**src/rtl/demux1to4_tdm.sv**
```systemverilog
// demux1to4_tdm: 4-slot TDM receive demux; tracks slot position from a frame marker
// and publishes each complete frame atomically to four registered outputs.
module demux1to4_tdm #(
  parameter int WIDTH = 1
) (
  input  logic             clk,
  input  logic             rst_n,
  input  logic [WIDTH-1:0] in,
  input  logic             in_valid,
  input  logic             frame_start,
  output logic [WIDTH-1:0] out0,
  output logic [WIDTH-1:0] out1,
  output logic [WIDTH-1:0] out2,
  output logic [WIDTH-1:0] out3,
  output logic [1:0]       sel,
  output logic             frame_valid,
  output logic             sync_err,
  output logic             locked
);
  typedef enum logic {IDLE, RUN} state_t;
  state_t state, state_n;
  logic [WIDTH-1:0] sh0, sh1, sh2, sh0_n, sh1_n, sh2_n;
  logic [WIDTH-1:0] out0_n, out1_n, out2_n, out3_n;
  logic [1:0] sel_n;
  logic fv_n, se_n;
  always_ff @(posedge clk or negedge rst_n) begin
    if (!rst_n) begin
      state <= IDLE;
      sel <= '0;
      sh0 <= '0;
      sh1 <= '0;
      sh2 <= '0;
      out0 <= '0;
      out1 <= '0;
      out2 <= '0;
      out3 <= '0;
      frame_valid <= 1'b0;
      sync_err <= 1'b0;
    end else begin
      state <= state_n;
      sel <= sel_n;
      sh0 <= sh0_n;
      sh1 <= sh1_n;
      sh2 <= sh2_n;
      out0 <= out0_n;
      out1 <= out1_n;
      out2 <= out2_n;
      out3 <= out3_n;
      frame_valid <= fv_n;
      sync_err <= se_n;
    end
  end
  // A marker always restarts at slot 0; mid-frame it also flags the dropped partial frame.
  always_comb begin
    state_n = state;
    sel_n = sel;
    sh0_n = sh0;
    sh1_n = sh1;
    sh2_n = sh2;
    out0_n = out0;
    out1_n = out1;
    out2_n = out2;
    out3_n = out3;
    fv_n = 1'b0;
    se_n = 1'b0;
    if (in_valid) begin
      if (frame_start) begin
        se_n = (state == RUN) && (sel != 2'd0);
        state_n = RUN;
        sh0_n = in;
        sel_n = 2'd1;
      end else if (state == RUN) begin
        if (sel == 2'd0) begin
          state_n = IDLE;
          se_n = 1'b1;
        end else if (sel == 2'd3) begin
          out0_n = sh0;
          out1_n = sh1;
          out2_n = sh2;
          out3_n = in;
          fv_n = 1'b1;
          sel_n = 2'd0;
        end else begin
          sh1_n = (sel == 2'd1) ? in : sh1;
          sh2_n = (sel == 2'd2) ? in : sh2;
          sel_n = sel + 2'd1;
        end
      end
    end
  end
  assign locked = (state == RUN);
endmodule

```
**config.mk**
```make
export PLATFORM = sky130hd
export DESIGN_NAME = demux1to4_tdm
export DESIGN_NICKNAME = d
export VERILOG_FILES = /design/src/rtl/demux1to4_tdm.sv
export SDC_FILE = /design/constraint.sdc
export NUM_CORES = 1
export LEC_CHECK = 0
export BUFFER_PORTS_ARGS = -buffer_cell sky130_fd_sc_hd__buf_2
export CAP_MARGIN = 20
export CORE_ASPECT_RATIO = 1.25
export CORE_UTILIZATION = 36
export CTS_BUF_LIST = sky130_fd_sc_hd__clkbuf_16
export CTS_CLUSTER_SIZE = 14
export DETAILED_ROUTE_END_ITERATION = 12
export SYNTH_ARGS = -nofsm -noshare
export SYNTH_HDL_FRONTEND = slang
export SYNTH_SLANG_ARGS = --single-unit
```
**constraint.sdc**
```tcl
create_clock -name clk -period 2 [get_ports clk]
set_clock_uncertainty 0.15 [all_clocks]
set_input_delay 0.2 -clock clk [delete_from_list [all_inputs] [get_ports clk]]
set_output_delay 0.2 -clock clk [all_outputs]
set_load 0.03 [all_outputs]
```
# == Yosys cells after proc, flatten, opt, wreduce, memory -nomap -nowiden ==
# Index checks and enable logic that the tools add are counted.
# word_totals
ff_bits,12
inputBits,5
output_inout_bits,9
rom_bits,0
n_memories,0
latchBits,0
ramBits,0
elab_cells,44
# classes
shifts,0
n_div,0
addsub,1
bitwise_logic,3
n_lt_le_gt_ge,0
n_reduce_logical,9
eq_ne,4
multipliers,0
n_mux,16
# op_table
op,n
$mux W1,12
$reduce_and A6 Y1,2
$mux W2,4
$reduce_and A5 Y1,1
$eq A2 B2 Y1 const B,2
$reduce_bool A2 Y1,2
$not A1 Y1,3
$reduce_and A3 Y1,1
$add A2 B1 Y2 const B,1
$eq A2 B1 Y1 const B,1
$logic_not A2 Y1,1
$ne A2 B2 Y1 const B,1
$reduce_and A2 Y1,1
$logic_and A1 B1 Y1,1

# == Longest topological paths before layout ==
# logic_depth
depth_word,6
depth_mapped,5
mapped_depth_nobuf,5

# == Worst setup path after synthesis ==
# No wires, ideal clock.
# synth_path
kind,register to register
startpoint,reg sel[0]
endpoint,reg out0
path_buffers,0
path_stages_with_launch,5
period_less_slack_ns,1.845
t_arrival_ns,1.570
required_ns,1.725
slack_ns,0.155
setup_time_ns,0.125
path_cell_list,dfrtp_1 -> inv_1 -> ha_1 -> and3b_4 -> mux2_4
# synth_via
elab_chain_cells,3
# synth_rtl
item,line_no,rtl
"start, declared",15,"output logic [1:0] sel,"
"start signal, assigned",41,sel <= sel_n;
$logic_not A2 Y1,73,if (sel == 2'd0) begin
$not A1 Y1 (no line),--,
$reduce_and A5 Y1 (no line) (*),--,
"end signal, assigned",45,out0 <= out0_n;
"end, declared",11,"output logic [WIDTH-1:0] out0,"
# Every way passes the cells marked *; elsewhere a longest branch is shown, timed or not.
# A chain may end at the register's enable or synchronous reset.

# == Worst setup path after layout ==
# layout_path
startpoint,reg sel[0]
endpoint,reg out3
# layout_via
elab_chain_cells,3
# layout_rtl
item,line_no,rtl
$logic_not A2 Y1,73,
$not A1 Y1 (no line),--,
$reduce_and A5 Y1 (no line) (*),--,
"end signal, assigned",48,out3 <= out3_n;
"end, declared",14,"output logic [WIDTH-1:0] out3,"
# Marks and branches as above.

==> flow_summary.toml <==
[synthesis]
synth_unique_cells = 16
synth_warnings = 0
seq_area_frac_synth_pct = 49.9
netlist_area_um2 = 602
postSynthRegisterBits = 12
synth-compound-area-share_pct = 3.95
mux_share_of_post_synthesis_cell_area_pct = 17.5
post_synth_xor_area_fraction_pct = 0
yosys.area_share.adder_pct = 12.5
synth_simple_gate_area_share_pct = 15.0
mappedNetlistNets = 58
postSynthCellCount = 47
synth_top_family_by_area = "multiplexers"
post_synth.cell_area_avg_um2 = 12.8

[hold_path]
worst_hold_startpoint = "frame_start"
hold_depth = 2
holdCritPathClass = "input pin to register"
min_to = "sync_err"

[drt]
routed_wirelength_um = 1020
antenna_violating_nets_post_route = 0
drt-initial-drc-count = 4
drt_pre_antenna_iters = 2
routedWlPerCell_um = 12.5
vias_per_cell = 4.88
post-route-drc-count = 0
dr_total_vias = 400

[pwr]
power-per-cell-area_mw_per_mm2 = 1610
cellInternalPower_mw = 0.799
netSwitchingFraction_pct = 35.8
share_clk_of_total_power_pct = 28.1
max-vdd-ir-drop_uv = 658
pwr-share-comb_pct = 39.5
power.leakage_nw = 0.389
p_seq_share_pct = 32.4
total_switching_power_mw = 0.445

[clocking]
clock-root-buffer = "sky130_fd_sc_hd__clkbuf_16"
clk_latency_ns = 0.23
cts_hold_repair.buffers = 1
cts-buffers-inserted = 3
htree_num_levels = 1
worst_setup_hold_path_clk_slew_ns = 0.04
gates_resized_cts_repair = 0
tritoncts = "yes"
num_clock_sinks = 12
cts_setup_buffers = 0
clockBufferDepth = 2

[floorplanning]
placementRows = 16
num_io_pins = 14
initial_utilization_pct = 38.5
die_h_um = 47.7
die_w_um = 38.6
die-area_mm2 = 0.00184
core_region_area_mm2 = 0.00156

[layout]
design.final.nets = 77
post_route_cells_drive_above_1_share_pct = 42.2
antenna-diode-count = 0
area_growth_syn_to_layout_pct = 28.7

[place]
dp.final_hpwl_um = 790
place_worst_setup_slack_ns = 0.305
portBuffers = 13
gp_congestion = 0.716

[worst_setup_path]
worst_ep_arrival_time_ns = 1.66
start_kind = "register"
worst_r2r_startpoint = "sel[0]"
worst-setup-path-type = "register to register"
worstPathMaxFanout = 6
terminus_of_the_critical_flop_to_flop_path = "out3"
setup.worst_path.end_class = "register"
flop2flop_setup_slack_ns = 0.30
cp_data_required_time_ns = 1.97
worst-r2r-cell-count = 4

[grt]
grt_first_pass_wirelength_um = 1730
grt_start_max_net_pins = 13
antenna_found_initial = 0
grt_use_total_pct = 14.6
overflow = 0
first_global_vias = 405

[timing]
finalSetupTns_ns = 0
slew-limit-headroom_pct = 82.5
drv_slew = 0
max_freq_ghz = 0.589
grt_setup_unrepaired = "no"
finalCritPeriodShare_pct = 84.9
hold_violations = 0
final-setup-viol-count = 0
post-route-worst-setup-slack_ns = 0.302
min_period_ns = 1.70
worst-slew-pin-transition_ns = 0.262

[status]
run_status = "complete, no violations"

[job]
drv_cap = 0
==> critical path, cell delays in order, from the launching register on <==
cell                      delay, ns
sky130_fd_sc_hd__dfrtp_1       0.42
sky130_fd_sc_hd__inv_1         0.12
sky130_fd_sc_hd__ha_1          0.24
sky130_fd_sc_hd__and3b_4       0.35
sky130_fd_sc_hd__mux2_4        0.30
==> area by class of cell <==
type,count,area [um2]
clock buffer,3,75.1
fill,150,787
inverter,2,7.51
multi-input combinational,33,294
sequential,12,300
tap,18,22.5
timing repair buffer,14,75.1
==> registers in the layout, summed over array words and instances, names as in the netlist <==
signal / cells
frame_valid: 1
locked: 1
out0: 1
out1: 1
out2: 1
out3: 1
sel: 2
sh0: 1
sh1: 1
sh2: 1
sync_err: 1
==> power groups by stage <==
stage	clock [mW]	combinational [mW]	sequential (mW)
after floorplan	0	0.232	0.533
after global placement	0	0.492	0.405
after detailed placement	0	0.497	0.408
after CTS	0.361	0.499	0.406
after global routing	0.378	0.540	0.421
final	0.349	0.491	0.403
==> through the flow <==
| stage | util [%] | std cells | instance area (um2) | hold slack (ns) | power, mW |
|---|---|---|---|---|---|
| finish | 49.6 | 82 | 774 | 0.0789 | 1.24 |
| global placement | 44.2 | 78 | 689 | -0.0617 | 0.897 |
| detailed placement | 44.2 | 78 | 689 | -0.0575 | 0.904 |
| CTS | 49.6 | 82 | 774 | 0.0749 | 1.27 |
| global route | 49.6 | 82 | 774 | 0.0845 | 1.34 |
| floorplan | - | 47 | 602 | -0.246 | 0.765 |
==> cells in the mapped netlist (all sizes together) <==
library cell,n,share of area [%]
and3b,2,4.2
ha,6,12
nand2,6,3.7
o21ai,2,1.7
nand3,2,1.7
mux2,8,17
dfrtp,12,50
inv,2,1.2
a211oi,1,1.2
nor4b,1,1.5
and2,2,2.3
o22ai,1,1.0
nor2b,1,1.0
nor2,1,0.62
==> routing by layer <==
layer,share of wire (%),vias up,track usage [%]
met3,4.9,2,4.19
met1,43,187,15.1
li1,-,197,-
met4,2.1,0,12.4
met2,49,14,24.0
met5,0,-,0
==> placed cells by master, fill, tap and decap left out <==
cell type / synthesis / layout
sky130_fd_sc_hd__dlygate4sd3_1: 0 / 1
sky130_fd_sc_hd__o22ai_1: 1 / 1
sky130_fd_sc_hd__and3b_4: 2 / 2
sky130_fd_sc_hd__dfrtp_1: 12 / 12
sky130_fd_sc_hd__o21ai_0: 2 / 2
sky130_fd_sc_hd__a211oi_1: 1 / 1
sky130_fd_sc_hd__clkbuf_16: 0 / 3
sky130_fd_sc_hd__nor2_1: 1 / 1
sky130_fd_sc_hd__mux2_4: 4 / 4
sky130_fd_sc_hd__buf_2: 0 / 13
sky130_fd_sc_hd__nand3_1: 2 / 2
sky130_fd_sc_hd__and2_1: 1 / 1
sky130_fd_sc_hd__inv_1: 2 / 2
sky130_fd_sc_hd__and2_2: 1 / 1
sky130_fd_sc_hd__nand2_1: 6 / 6
sky130_fd_sc_hd__ha_1: 6 / 6
sky130_fd_sc_hd__nor2b_1: 1 / 1
sky130_fd_sc_hd__mux2_2: 4 / 4
sky130_fd_sc_hd__nor4b_1: 1 / 1
==> logic make-up (layout without fill, tap and decap cells) <==
family                     count (synthesis)  in the layout
AOI/OAI and AO/OA                          4              4
adders and majority gates                  6              6
buffers and inverters                      2             19
DFF                                       12             12
muxes                                      8              8
and+or+nand+nor                           15             15
==> worst max-delay path by stage <==
stage,cells past startpoint,start,endpoint,slack [ns]
global placement,4,sel[0],out0,0.34
floorplan,4,sel[0],out0,0.16
global route,5,sel[1],sel[1],0.22
CTS,4,sel[0],out3,0.30
detailed placement,4,sel[0],out3,0.31
finish,4,sel[0],out3,0.30
Power figures use the tool's default switching activity.
